**src/rtl/usb_phy_rx.sv**
```systemverilog
// USB full-speed receive byte engine: NRZI decode, SYNC, unstuff, framing.
// Optional: USB_PHY_RX_STUFF_CHECK_EN flags a stuff bit decoded as 1.
module usb_phy_rx (
  input  logic       clk,
  input  logic       rst_n,
  input  logic       rx_bit_strobe,
  input  logic       rx_dp,
  input  logic       rx_dm,
  output logic       rx_lp_valid,
  input  logic       rx_lp_ready,
  output logic [7:0] rx_lp_data,
  output logic       rx_lp_sop,
  output logic       rx_lp_eop,
  output logic       rx_active,
  output logic       rx_err
);

  typedef enum logic [1:0] {
    S_IDLE, S_SYNC, S_DATA, S_EOPW
  } state_t;

  state_t     r_state, w_state_nx;
  logic       r_prev;
  logic [7:0] r_win;
  logic [2:0] r_ones, r_cnt;
  logic [7:0] r_byte, r_hold;
  logic       r_hold_full, r_first;
  logic       r_valid, r_sop, r_eop;
  logic [7:0] r_data;
  logic       r_active, r_err;

  logic       w_se0, w_j, w_k, w_bit;
  logic [7:0] w_win_nx, w_new_byte;
  logic       w_emit, w_eop, w_err;
  logic       w_sync_hit, w_take, w_done, w_stuff;
  logic       w_pend, w_load, w_ovf;

  // dp1/dm1 is folded into J
  assign w_se0      = ~rx_dp & ~rx_dm;
  assign w_j        = rx_dp;
  assign w_k        = ~rx_dp & rx_dm;
  assign w_bit      = (w_j == r_prev);
  assign w_win_nx   = {r_win[6:0], w_bit};
  assign w_new_byte = {w_bit, r_byte[7:1]};

  assign w_pend = r_valid & ~rx_lp_ready;
  assign w_load = w_emit & ~w_pend;
  assign w_ovf  = w_emit & w_pend;

  always_comb begin
    w_state_nx = r_state;
    w_emit     = 1'b0;
    w_eop      = 1'b0;
    w_err      = 1'b0;
    w_sync_hit = 1'b0;
    w_take     = 1'b0;
    w_done     = 1'b0;
    w_stuff    = 1'b0;
    if (rx_bit_strobe) begin
      unique case (r_state)
        S_IDLE: begin
          if (w_k) w_state_nx = S_SYNC;
        end
        S_SYNC: begin
          if (w_se0) begin
            w_state_nx = S_EOPW;
          end else if (w_win_nx == 8'h01) begin
            w_state_nx = S_DATA;
            w_sync_hit = 1'b1;
          end
        end
        S_DATA: begin
          if (w_se0) begin
            w_state_nx = S_EOPW;
            w_emit     = r_hold_full;
            w_eop      = 1'b1;
            w_err      = (r_cnt != 3'd0);
          end else if (r_ones == 3'd6) begin
            w_stuff = 1'b1;
`ifdef USB_PHY_RX_STUFF_CHECK_EN
            if (w_bit) begin
              w_state_nx = S_EOPW;
              w_emit     = r_hold_full;
              w_eop      = 1'b1;
              w_err      = 1'b1;
            end
`endif
          end else begin
            w_take = 1'b1;
            if (r_cnt == 3'd7) begin
              w_done = 1'b1;
              w_emit = r_hold_full;
            end
          end
        end
        S_EOPW: begin
          if (w_j) w_state_nx = S_IDLE;
        end
        default: w_state_nx = S_IDLE;
      endcase
    end
  end

  always_ff @(posedge clk or negedge rst_n) begin
    if (!rst_n) r_state <= S_IDLE;
    else        r_state <= w_state_nx;
  end

  always_ff @(posedge clk or negedge rst_n) begin
    if (!rst_n) begin
      r_prev      <= 1'b1;
      r_win       <= 8'hFF;
      r_ones      <= 3'd0;
      r_cnt       <= 3'd0;
      r_byte      <= 8'h00;
      r_hold      <= 8'h00;
      r_hold_full <= 1'b0;
      r_first     <= 1'b0;
      r_active    <= 1'b0;
      r_err       <= 1'b0;
      r_valid     <= 1'b0;
      r_data      <= 8'h00;
      r_sop       <= 1'b0;
      r_eop       <= 1'b0;
    end else begin
      r_err <= w_err | w_ovf;
      if (rx_bit_strobe & ~w_se0) r_prev <= w_j;
      // window starts all-ones so only a full SYNC can match
      if (r_state == S_IDLE)
        r_win <= (rx_bit_strobe & w_k) ? 8'hFE : 8'hFF;
      else if (r_state == S_SYNC && rx_bit_strobe && !w_se0)
        r_win <= w_win_nx;
      if (w_sync_hit) begin
        r_ones      <= 3'd1;
        r_cnt       <= 3'd0;
        r_first     <= 1'b1;
        r_active    <= 1'b1;
        r_hold_full <= 1'b0;
      end
      if (w_stuff) r_ones <= 3'd0;
      if (w_take) begin
        r_ones <= w_bit ? r_ones + 3'd1 : 3'd0;
        r_byte <= w_new_byte;
        r_cnt  <= r_cnt + 3'd1;
      end
      if (w_done) begin
        r_hold      <= w_new_byte;
        r_hold_full <= 1'b1;
      end
      if (w_emit) r_first <= 1'b0;
      if (r_state == S_DATA && w_state_nx == S_EOPW)
        r_hold_full <= 1'b0;
      if (r_state == S_EOPW && w_state_nx == S_IDLE) begin
        r_active    <= 1'b0;
        r_hold_full <= 1'b0;
        r_first     <= 1'b0;
        r_cnt       <= 3'd0;
        r_ones      <= 3'd0;
        r_byte      <= 8'h00;
      end
      if (w_load) begin
        r_valid <= 1'b1;
        r_data  <= r_hold;
        r_sop   <= r_first;
        r_eop   <= w_eop;
      end else if (r_valid & rx_lp_ready) begin
        r_valid <= 1'b0;
        r_sop   <= 1'b0;
        r_eop   <= 1'b0;
      end
    end
  end

  assign rx_lp_valid = r_valid;
  assign rx_lp_data  = r_data;
  assign rx_lp_sop   = r_sop;
  assign rx_lp_eop   = r_eop;
  assign rx_active   = r_active;
  assign rx_err      = r_err;

endmodule

```
**config.mk**
```make
export PLATFORM = sky130hd
export DESIGN_NAME = usb_phy_rx
export DESIGN_NICKNAME = d
export VERILOG_FILES = /design/src/rtl/usb_phy_rx.sv
export SDC_FILE = /design/constraint.sdc
export NUM_CORES = 1
export LEC_CHECK = 0
export ABC_AREA = 1
export BUFFER_PORTS_ARGS = -buffer_cell sky130_fd_sc_hd__buf_2
export CORE_UTILIZATION = 55
export CTS_CLUSTER_DIAMETER = 120
export CTS_CLUSTER_SIZE = 14
export DETAILED_ROUTE_END_ITERATION = 10
export GPL_ROUTABILITY_DRIVEN = 1
export HOLD_SLACK_MARGIN = 0.1
export PLACE_DENSITY_LB_ADDON = 0.3
export SLEW_MARGIN = 20
export SYNTH_ARGS = -nofsm -noshare
export SYNTH_HDL_FRONTEND = slang
export SYNTH_SLANG_ARGS = --single-unit
```
**constraint.sdc**
```tcl
create_clock -name clk -period 1.67 [get_ports clk]
set_input_delay 0.167 -clock clk [delete_from_list [all_inputs] [get_ports clk]]
set_output_delay 0.167 -clock clk [all_outputs]
set_load 0.02 [all_outputs]
```
* After elaboration in Yosys (flattened, before gate mapping)
Cells that the tools add are included.
** Word-level totals
- Bits in registers :: 47
- Input port bits :: 6
- Output and inout bits :: 13
- Word-level logic and storage cells :: 115
** Operators by class
- Add/subtract/negate cells :: 2
- Eq/ne operators :: 8
- Mux-type cells :: 60
- Bitwise logic cells :: 14
- Reductions and logical operators :: 16
** Operators by type and width (number)
- 1-bit 2-to-1 mux :: 41
- 3-bit 2-to-1 mux :: 8
- 8-bit 2-to-1 mux :: 2
- 7-bit 2-to-1 mux :: 2
- 2-bit 2-to-1 mux :: 6
- 3-bit nonzero test :: 3
- 1-bit AND :: 8
- 8-bit by 1-bit equality test with 1-bit output (second input constant) :: 1
- 2-bit case mux with 4 select lines :: 1
- 2-bit nonzero test :: 4
- 4-bit nonzero test :: 2
- 3-bit by 1-bit adder with 3-bit output (second input constant) :: 2
- 2-bit equality test (second input constant) :: 3
- 3-bit equality test (second input constant) :: 2
- 1-bit inverter :: 5
- 1-bit logical AND :: 4
- 2-bit logical NOT :: 2
- 2-bit by 1-bit equality test with 1-bit output (second input constant) :: 1
- 1-bit equality test :: 1
- 1-bit logical NOT :: 1
- 1-bit OR :: 1

* Logic depth before layout (Yosys ltp)
Gate-level depths: netlist of the first run.
- Word-level depth :: 10
- Depth in mapped cells :: 10
- Gate-level depth less buffers :: 10

* Least setup slack after synthesis of the first run
Ideal clock, no wire load.
- Kind :: reg-to-reg
- Start :: register r_cnt[0]
- End :: register r_data[7] (netlist: rx_lp_data[7])
- Setup time :: 74 ps
- Arrival time :: 1341 ps
- Data required time :: 1596 ps
- Setup slack :: 255 ps
- Stages on the path, launching flop included :: 10
- Path buffers :: 0
- Clock period less this slack :: 1415 ps
- Path through :: dfrtp_1 ha_1 ha_1 nand2_1 nand2_1 nand2_2 nor2_8 inv_2 nand2_1 o21ai_2
** On the way
- Word-level cells in the longest chain between the ends :: 7
** Ends and longest elaborated chain
- start: declaration :: RTL line 25 : logic [2:0] r_ones, r_cnt;
- start signal: assignment :: RTL line 144 : r_cnt <= r_cnt + 3'd1;
- 3-bit equality test :: RTL line 90 : if (r_cnt == 3'd7) begin
- 1-bit 2-to-1 mux :: RTL line 90
- 1-bit 2-to-1 mux :: RTL line 78 : end else if (r_ones == 3'd6) begin
- 1-bit 2-to-1 mux :: RTL line 73 : if (w_se0) begin
- 1-bit 2-to-1 mux :: RTL line 60 : unique case (r_state)
- 1-bit 2-to-1 mux :: RTL line 59 : if (rx_bit_strobe) begin
- 1-bit AND :: RTL line 47 : assign w_load = w_emit & ~w_pend;
- end signal: assignment :: RTL line 163 : r_data <= r_hold;
- end: declaration :: RTL line 29 : logic [7:0] r_data;
Every way passes these cells.
A chain may end at the register's enable or synchronous reset.

* Final worst setup path of the first run
- Start :: register r_cnt[0]
- End :: register r_data[1] (netlist: rx_lp_data[1])
The elaborated chain is that of the path after synthesis.

==> flow_metrics.tcl, run 1 <==
set metrics [dict create \
    status "finished, final reports clean" \
    period_needed_ns 1.56 \
    final.setup.tns_ns 0 \
    synth_compound_area_frac 0.116 \
    synthAdderAreaFrac 0.0293 \
    final_cell_mix "nand2_1 (69), dfrtp_1 (38), inv_1 (29)" \
    grt_pass1_wl_um 6330 \
    cts_buffers 5 \
    gp_congestion 0.882 \
    ys_seq_area_frac 0.543 \
    htreeDepth 2 \
    drc 0 \
    clkPwrFrac 0.206 \
    synthMuxAreaShare 0.00527 \
    fin_hold_ws_ns 0.168 \
    skew_ns 0.00923 \
    grt_pass1_vias 1432 \
    layout_setup_ws_ns 0.110 \
    worstSetupPathType "reg2reg" \
    start_kind "flip-flop" \
    ant_nets 0 \
    port_buffers 18 \
    fp.dieH_um 64.4 \
    yosysTopAreaCellShare 0.445 \
    grt_use_total 0.201 \
    regArea_um2 1160 \
    routed_wl_um 3560 \
    seqPwrFrac 0.506 \
    required_ns 1.87 \
    slew_violations 0 \
    power.density_nw_per_um2 1300 \
    synthXorXnorAreaFrac 0.0117 \
    final_common_cell "nand2_1" \
    cts.sinks 46 \
    grt_max_degree 25 \
    viasPerCell 4.91 \
    synthCells 232 \
    rows 22 \
    hold_viol 0 \
    setup_viol 0 \
    synth_fp_nets 243 \
    fin_nets 275 \
    synth.avg_cell_area_um2 9.22 \
    dr.pass1.iters 4 \
    initial_utilization 0.580 \
    overflow 0 \
    cts_buffer_depth 2 \
    core-area_um2 3690 \
    p_comb_frac 0.288 \
    fmax_ghz 0.641 \
    synth_top_family_by_area "simple AND/OR/NAND/NOR gates" \
    yosys-top-cells-area "dfrtp_1 (44%), nand2_1 (12%), dfstp_2 (9.8%)" \
    synth-warning-count 0 \
    hpwl_um 2560 \
    hp-class "in2reg" \
    worstMarginPinSlew_ns 0.532 \
    cts_tree "built" \
    root_buffer "clkbuf_8" \
    peakVddDrop_v 0.000615 \
    pre_cts_ws_ns 0.135 \
    synthSimpleGateAreaFrac 0.229 \
    drt_iter0_drc 104 \
    end_kind "flip-flop" \
    drive_above_1_share 0.245 \
    worstPathMaxFanout 5 \
    switching_share 0.347 \
    die_width_um 64.4 \
    ys_types 29 \
    yosysTopAreaCell "dfrtp_1" \
    maxCapViolations 0 \
    multi_input_area_um2 840 \
    power.switching_mw 1.10 \
    clock_latency_ns 0.30 \
    antenna_found_initial 0 \
    syn_to_final_growth_pct 14.2 \
    die_area_um2 4140 \
    n_antenna_cell 0 \
    rsz0062_at_grt "false" \
    relSlewSlack 0.645 \
    power.leakage_nw 1.30 \
    routedWlPerCell_um 11.4 \
    fillCellCount 305 \
    internal_power_mw 2.07 \
    vias 1537 \
    io_pins 19 \
    finalCritPeriodShare 0.934 \
    cp.arrival_ns 1.76 \
    ys_ff_latch 46 \
    clk_pin_slew_ns 0.09 \
    synth.cell_area_um2 2140 \
]
==> routing by layer <==
| layer | vias to the layer above | GRT usage | routed length, µm |
|---|---|---|---|
| li1 | 810 | - | - |
| met1 | 691 | 0.279 | 1830 |
| met2 | 31 | 0.301 | 1550 |
| met3 | 5 | 0.0429 | 140 |
| met4 | 0 | 0.0917 | 35 |
| met5 | - | 0 | 0 |
==> worst paths after layout <==
kind / to / depth (start not counted) / startpoint / slack [ns]
worst min-delay path: rx_lp_sop / 4 / rx_lp_ready / 0.17
worst max register to register: rx_lp_data[1] / 9 / r_cnt[0] / 0.11
worst min register to register: rx_lp_data[5] / 2 / rx_lp_data[5] / 0.47
max in group asynchronous: r_win[1] / 3 / rst_n / 0.69
min in group asynchronous: rx_lp_data[3] / 2 / rst_n / 0.38
worst max-delay path: rx_lp_data[1] / 9 / r_cnt[0] / 0.11
==> cells in the mapped netlist <==
library cell,number
nor2_4,3
xnor2_2,1
nand2_4,1
dfrtp_1,38
nand3_2,1
nand3_4,1
nor2_8,1
nand3_1,9
a21oi_1,9
inv_1,29
nand4_1,4
o21a_1,1
inv_6,1
o22ai_1,6
o21ai_0,11
inv_2,3
mux2_2,1
nor2_1,12
dfstp_2,8
o21ai_2,8
ha_1,5
nand3b_1,1
xor2_1,1
buf_6,1
nand2_1,69
nand2_2,1
o211ai_1,2
a21oi_2,2
nor3_1,2
==> power groups by stage <==
stage	sequential, mW	clock, mW	combinational, mW
5_1_grt	1.65	0.720	1.07
3_5_place_dp	1.62	0	0.908
3_3_place_gp	1.62	0	0.886
6_report	1.61	0.654	0.914
4_1_cts	1.61	0.671	0.916
2_1_floorplan	1.59	0	0.683
==> sequential cells by signal, indices dropped and copies added (netlist names) <==
register and cells:
r_byte 7, r_cnt 3, r_first 1, r_hold 8, r_hold_full 1, r_ones 3
r_prev 1, r_state 2, r_win 7, rx_active 1, rx_err 1, rx_lp_data 8
rx_lp_eop 1, rx_lp_sop 1, rx_lp_valid 1
==> worst max-delay path: stages, from the launching register on <==
cell and delay, ns:
dfrtp_1 0.41, ha_1 0.21, ha_1 0.22, nand2_1 0.09
nand2_1 0.06, nand2_2 0.16, nor2_8 0.07, buf_4 0.15
nand2_1 0.06, nand2_1 0.05
==> logic make-up after synthesis <==
logic type | after synthesis
xor gates and xnor gates | 2
muxes | 1
AOI/OAI and AO/OA | 39
buffers and inverters | 34
DFF | 46
and+or+nand+nor | 105
adders and majority gates | 5
==> through the flow <==
step                      utilization  power, mW  instances  cell area [µm²]
after global placement          0.631       2.50        302             2330
after floorplan                     -       2.27        232             2140
after detailed placement        0.631       2.53        302             2330
final                           0.662       3.18        313             2440
after CTS                       0.657       3.19        311             2420
after global routing            0.662       3.44        313             2440
==> timing repair <==
action,4_1_cts,5_1_grt
setup endpoints to repair,0,8
resized for setup,0,1
hold endpoints to repair,21,0
buffers inserted,0,2
hold buffers,1,0
==> final cells by class <==
class / count / share of cell area
Clock buffer: 6 / 0.0297
Clock inverter: 2 / 0.00564
Inverter: 33 / 0.0528
Multi-Input combinational cell: 152 / 0.344
Sequential cell: 46 / 0.476
Tap cell: 48 / 0.0246
Timing Repair Buffer: 26 / 0.0677
No activity file was read; power rests on OpenSTA's default activity.
==> run 2: changes to the inputs <==
--- a/config.mk
+++ b/config.mk
@@ -14,6 +14,7 @@
 export GPL_ROUTABILITY_DRIVEN = 1
 export HOLD_SLACK_MARGIN = 0.1
 export PLACE_DENSITY_LB_ADDON = 0.3
+export SETUP_SLACK_MARGIN = 0.2
 export SLEW_MARGIN = 20
 export SYNTH_ARGS = -nofsm -noshare
 export SYNTH_HDL_FRONTEND = slang
==> flow_metrics.tcl, run 2 (synthesis results as in run 1) <==
set metrics [dict create \
    layout_setup_ws_ns 0.232 \
    cts_buffers 5 \
    placed_area_um2 2330 \
    io_pins 19 \
    drive_above_1_share 0.322 \
    overflow 0 \
    routedWlPerCell_um 13.2 \
    grt_use_total 0.221 \
    peakVddDrop_v 0.000682 \
    grt_max_degree 25 \
    grt_pass1_wl_um 6890 \
    fmax_ghz 0.696 \
    rsz0062_at_grt "true" \
    hold_viol 0 \
    rows 22 \
    die_width_um 64.4 \
    cts_buffer_depth 2 \
    setup_viol 0 \
    period_needed_ns 1.44 \
    power.leakage_nw 1.35 \
    finalCritPeriodShare 0.861 \
    status "finished, final reports clean" \
    design_area_um2 2600 \
    antenna_found_initial 0 \
    worstMarginPinSlew_ns 0.617 \
    power.density_nw_per_um2 1320 \
    clock_latency_ns 0.30 \
    relSlewSlack 0.587 \
    drt_iter0_drc 113 \
    hpwl_um 2560 \
    n_antenna_cell 0 \
    end_kind "flip-flop" \
    vias 1630 \
    cts.sinks 46 \
    initial_utilization 0.580 \
    start_kind "flip-flop" \
    final_common_cell "nand2_1" \
    fillCellCount 271 \
    pre_cts_ws_ns 0.135 \
    final_cell_mix "nand2_1 (63), dfrtp_1 (37), inv_1 (28)" \
    syn_to_final_growth_pct 21.5 \
    skew_ns 0.00529 \
    slew_violations 0 \
    multi_input_area_um2 917 \
    htreeDepth 2 \
    regArea_um2 1160 \
    root_buffer "clkbuf_8" \
    die_area_um2 4140 \
    cts_tree "built" \
    port_buffers 18 \
    maxCapViolations 0 \
    grt_pass1_vias 1548 \
    ant_nets 0 \
    cp.arrival_ns 1.64 \
    fp.dieH_um 64.4 \
    core-area_um2 3690 \
    drc 0 \
    routed_wl_um 4290 \
    required_ns 1.87 \
    fin_nets 286 \
    viasPerCell 5.03 \
    worstPathMaxFanout 5 \
    worstSetupPathType "reg2reg" \
    final.setup.tns_ns 0 \
    gp_congestion 0.882 \
    hp-class "in2reg" \
    clk_pin_slew_ns 0.08 \
    dr.pass1.iters 4 \
]
[run 2: changes by cell type in the layout (fill, tap and decap cells not counted), moves of 2 or more]
cell     before  now
ha_2          0    2
nand2_1      69   63
buf_4         6   15
nor2_4        3    6
nor2_1       11    9
ha_1          5    2
nand2_2       1    5
[run 2: stage by stage]
stage          utilization  power [mW]  hold WS [ns]  cells
2_1_floorplan            -        2.27        -0.129    232
3_3_place_gp         0.631        2.50         0.168    302
3_5_place_dp         0.631        2.53         0.178    302
4_1_cts              0.687        3.31         0.169    323
5_1_grt              0.704        3.67         0.194    324
6_report             0.704        3.43         0.168    324
[run 2: per-layer routing]
layer	global-route usage	vias up	wire, µm
li1	-	841	-
met1	0.285	760	2000
met2	0.358	23	2120
met3	0.0571	6	117
met4	0.0778	0	59
met5	0	-	0
[run 2: final timing paths]
path                                 end  cells after the start          start  slack (ns)
min                            rx_lp_sop                      4    rx_lp_ready        0.17
max                        rx_lp_data[5]                      9       r_cnt[0]        0.23
min in group asynchronous  rx_lp_data[3]                      2          rst_n        0.38
min reg2reg                rx_lp_data[5]                      2  rx_lp_data[5]        0.47
max in group asynchronous       r_win[0]                      3          rst_n        0.70
max reg2reg                rx_lp_data[5]                      9       r_cnt[0]        0.23
[run 2: timing repair]
action	in CTS	in global routing
gates cloned	2	0
buffers inserted	10	1
hold buffers	1	0
setup endpoints to repair	14	29
resized for setup	6	15
endpoints found under the hold margin	21	0
pin swaps	3	3
[run 2: cell type report]
| class | instances | share of cell area |
|---|---|---|
| repair inverters | 1 | 0.00289 |
| flip-flops and latches | 46 | 0.447 |
| clock buffers | 6 | 0.0279 |
| inverters | 33 | 0.0506 |
| clock inverters | 2 | 0.00530 |
| well taps | 48 | 0.0231 |
| multi-input cells | 153 | 0.353 |
| repair buffers | 35 | 0.0896 |
[run 2: critical path: stages (launching register included)]
cell and delay (ns):
dfrtp_1 0.36, ha_2 0.20, ha_4 0.14, nand2_2 0.06, nand2_2 0.07, nand2_4 0.09
nor2_8 0.15, clkinvlp_4 0.15, nand2_1 0.08, nand2_1 0.04
[run 2: power by group]
group | switching [mW] | internal (mW) | total [mW]
sequential | 0.181 | 1.44 | 1.62
combinational | 0.681 | 0.464 | 1.15
clock | 0.368 | 0.295 | 0.663
==> run 3: changes to the inputs <==
--- a/config.mk
+++ b/config.mk
@@ -14,6 +14,7 @@
 export GPL_ROUTABILITY_DRIVEN = 1
 export HOLD_SLACK_MARGIN = 0.1
 export PLACE_DENSITY_LB_ADDON = 0.3
+export RECOVER_POWER = 100
 export SETUP_SLACK_MARGIN = 0.2
 export SLEW_MARGIN = 20
 export SYNTH_ARGS = -nofsm -noshare
==> flow_metrics.tcl, run 3 (synthesis results as in run 1) <==
set metrics [dict create \
    worstMarginPinSlew_ns 0.617 \
    core-area_um2 3690 \
    pre_cts_ws_ns 0.135 \
    hp-class "in2reg" \
    critPathTopFamily "simple AND/OR/NAND/NOR gates" \
    slew_violations 0 \
    skew_ns 0.00669 \
    cts.sinks 46 \
    n_antenna_cell 0 \
    hpwl_um 2560 \
    grt_max_degree 25 \
    fmax_ghz 0.656 \
    rr_worst_depth 7 \
    cts_buffer_depth 2 \
    cp_slowest_cell "dfrtp_2" \
    clock_latency_ns 0.30 \
    routedWlPerCell_um 13.3 \
    layout_setup_ws_ns 0.147 \
    required_ns 1.87 \
    die_area_um2 4140 \
    worstPathMaxFanout 8 \
    routed_wl_um 4320 \
    period_needed_ns 1.52 \
    worstPathCellList "nor2_4 -> buf_4 -> nand3_2 -> nand2_2 -> nor2_4 -> nand2_1 -> nand2_1" \
    cts_tree "built" \
    syn_to_final_growth_pct 18.6 \
    clk_pin_slew_ns 0.09 \
    fp.dieH_um 64.4 \
    start_kind "flip-flop" \
    whs_path_depth 4 \
    maxCapViolations 0 \
    drt_iter0_drc 124 \
    overflow 0 \
    peakVddDrop_v 0.000679 \
    drc 0 \
    r2r_end "r_cnt[1]" \
    vias 1637 \
    relSlewSlack 0.587 \
    crit_buf_inv 1 \
    cp.arrival_ns 1.72 \
    cp_slowest_stage_delay_ns 0.47 \
    grt_pass1_wl_um 6890 \
    finalCritPeriodShare 0.912 \
    die_width_um 64.4 \
    fin_hold_ws_ns 0.168 \
    r2r_start "r_state[0]" \
    gp_congestion 0.882 \
    hold_path_end "rx_lp_sop" \
    crit_start "r_state[0]" \
    r2r_slack_ns 0.15 \
    grt_pass1_vias 1548 \
    antenna_found_initial 0 \
    placed_area_um2 2330 \
    dr.pass1.iters 4 \
    rows 22 \
    htreeDepth 2 \
    ant_nets 0 \
    final_cell_mix "nand2_1 (64), dfrtp_1 (37), inv_1 (29)" \
    final.setup.tns_ns 0 \
    end_kind "flip-flop" \
    viasPerCell 5.05 \
    drive_above_1_share 0.239 \
    status "finished, final reports clean" \
    grt_use_total 0.221 \
    final_common_cell "nand2_1" \
    hold_viol 0 \
    worstSetupPathType "reg2reg" \
    cts_buffers 5 \
    power.leakage_nw 1.29 \
    port_buffers 18 \
    design_area_um2 2540 \
    setup_viol 0 \
    min_from "rx_lp_ready" \
    initial_utilization 0.580 \
    fin_nets 286 \
    power.density_nw_per_um2 1330 \
    io_pins 19 \
    root_buffer "clkbuf_8" \
    rsz0062_at_grt "true" \
]
[run 3: changes by cell type in the layout (fill, tap and decap cells not counted), sizes merged]
cell    previous run  this run
clkbuf             6        22
buf               34        18
[run 3: cell type report]
type | instances | area [µm²]
Fill cell | 289 | 1150
Timing Repair Buffer | 35 | 209
Tap cell | 48 | 60.1
Sequential cell | 46 | 1160
Multi-Input combinational cell | 153 | 880
Inverter | 33 | 131
Timing Repair inverter | 1 | 7.51
Clock inverter | 2 | 13.8
Clock buffer | 6 | 72.6
[run 3: worst reg2reg max path, cell delays in order, from the launching register on]
cell and delay, ns:
dfrtp_2 0.47, nor2_4 0.15, buf_4 0.14, nand3_2 0.20
nand2_2 0.26, nor2_4 0.08, nand2_1 0.08, nand2_1 0.05
[run 3: how the worst max path moves through the flow]
stage                          to  depth (start not counted)
global placement    rx_lp_data[7]                          9
finish                   r_cnt[1]                          7
floorplan           rx_lp_data[7]                          9
CTS                 rx_lp_data[1]                         10
detailed placement  rx_lp_data[7]                          9
global route             r_cnt[1]                          6
[run 3: through the flow]
stage / instances / total power, mW / util
after floorplan: 232 / 2.27 / -
after global placement: 302 / 2.50 / 0.631
after detailed placement: 302 / 2.53 / 0.631
after CTS: 323 / 3.31 / 0.687
after global routing: 324 / 3.62 / 0.688
final: 324 / 3.38 / 0.688
[run 3: power by group]
part	leakage [nW]	total, mW	switching, mW	internal [mW]
sequential	0.592	1.61	0.179	1.43
combinational	0.653	1.10	0.667	0.434
clock	0.0452	0.666	0.370	0.295
[run 3: what timing repair did]
action                                 CTS  global route
buffers inserted                        10             1
pin swaps                                3             3
gates cloned                             2             0
endpoints found under the hold margin   21             0
hold buffers                             1             0
setup endpoints to repair               14            29
gates resized for setup                  6            15
[run 3: per-layer routing]
layer  GRT usage  part of all wire  vias to the layer above
li1            -                 -                      837
met1       0.285              0.46                      755
met2       0.358              0.48                       39
met3      0.0571             0.040                        6
met4      0.0778             0.014                        0
met5           0                 0                        -
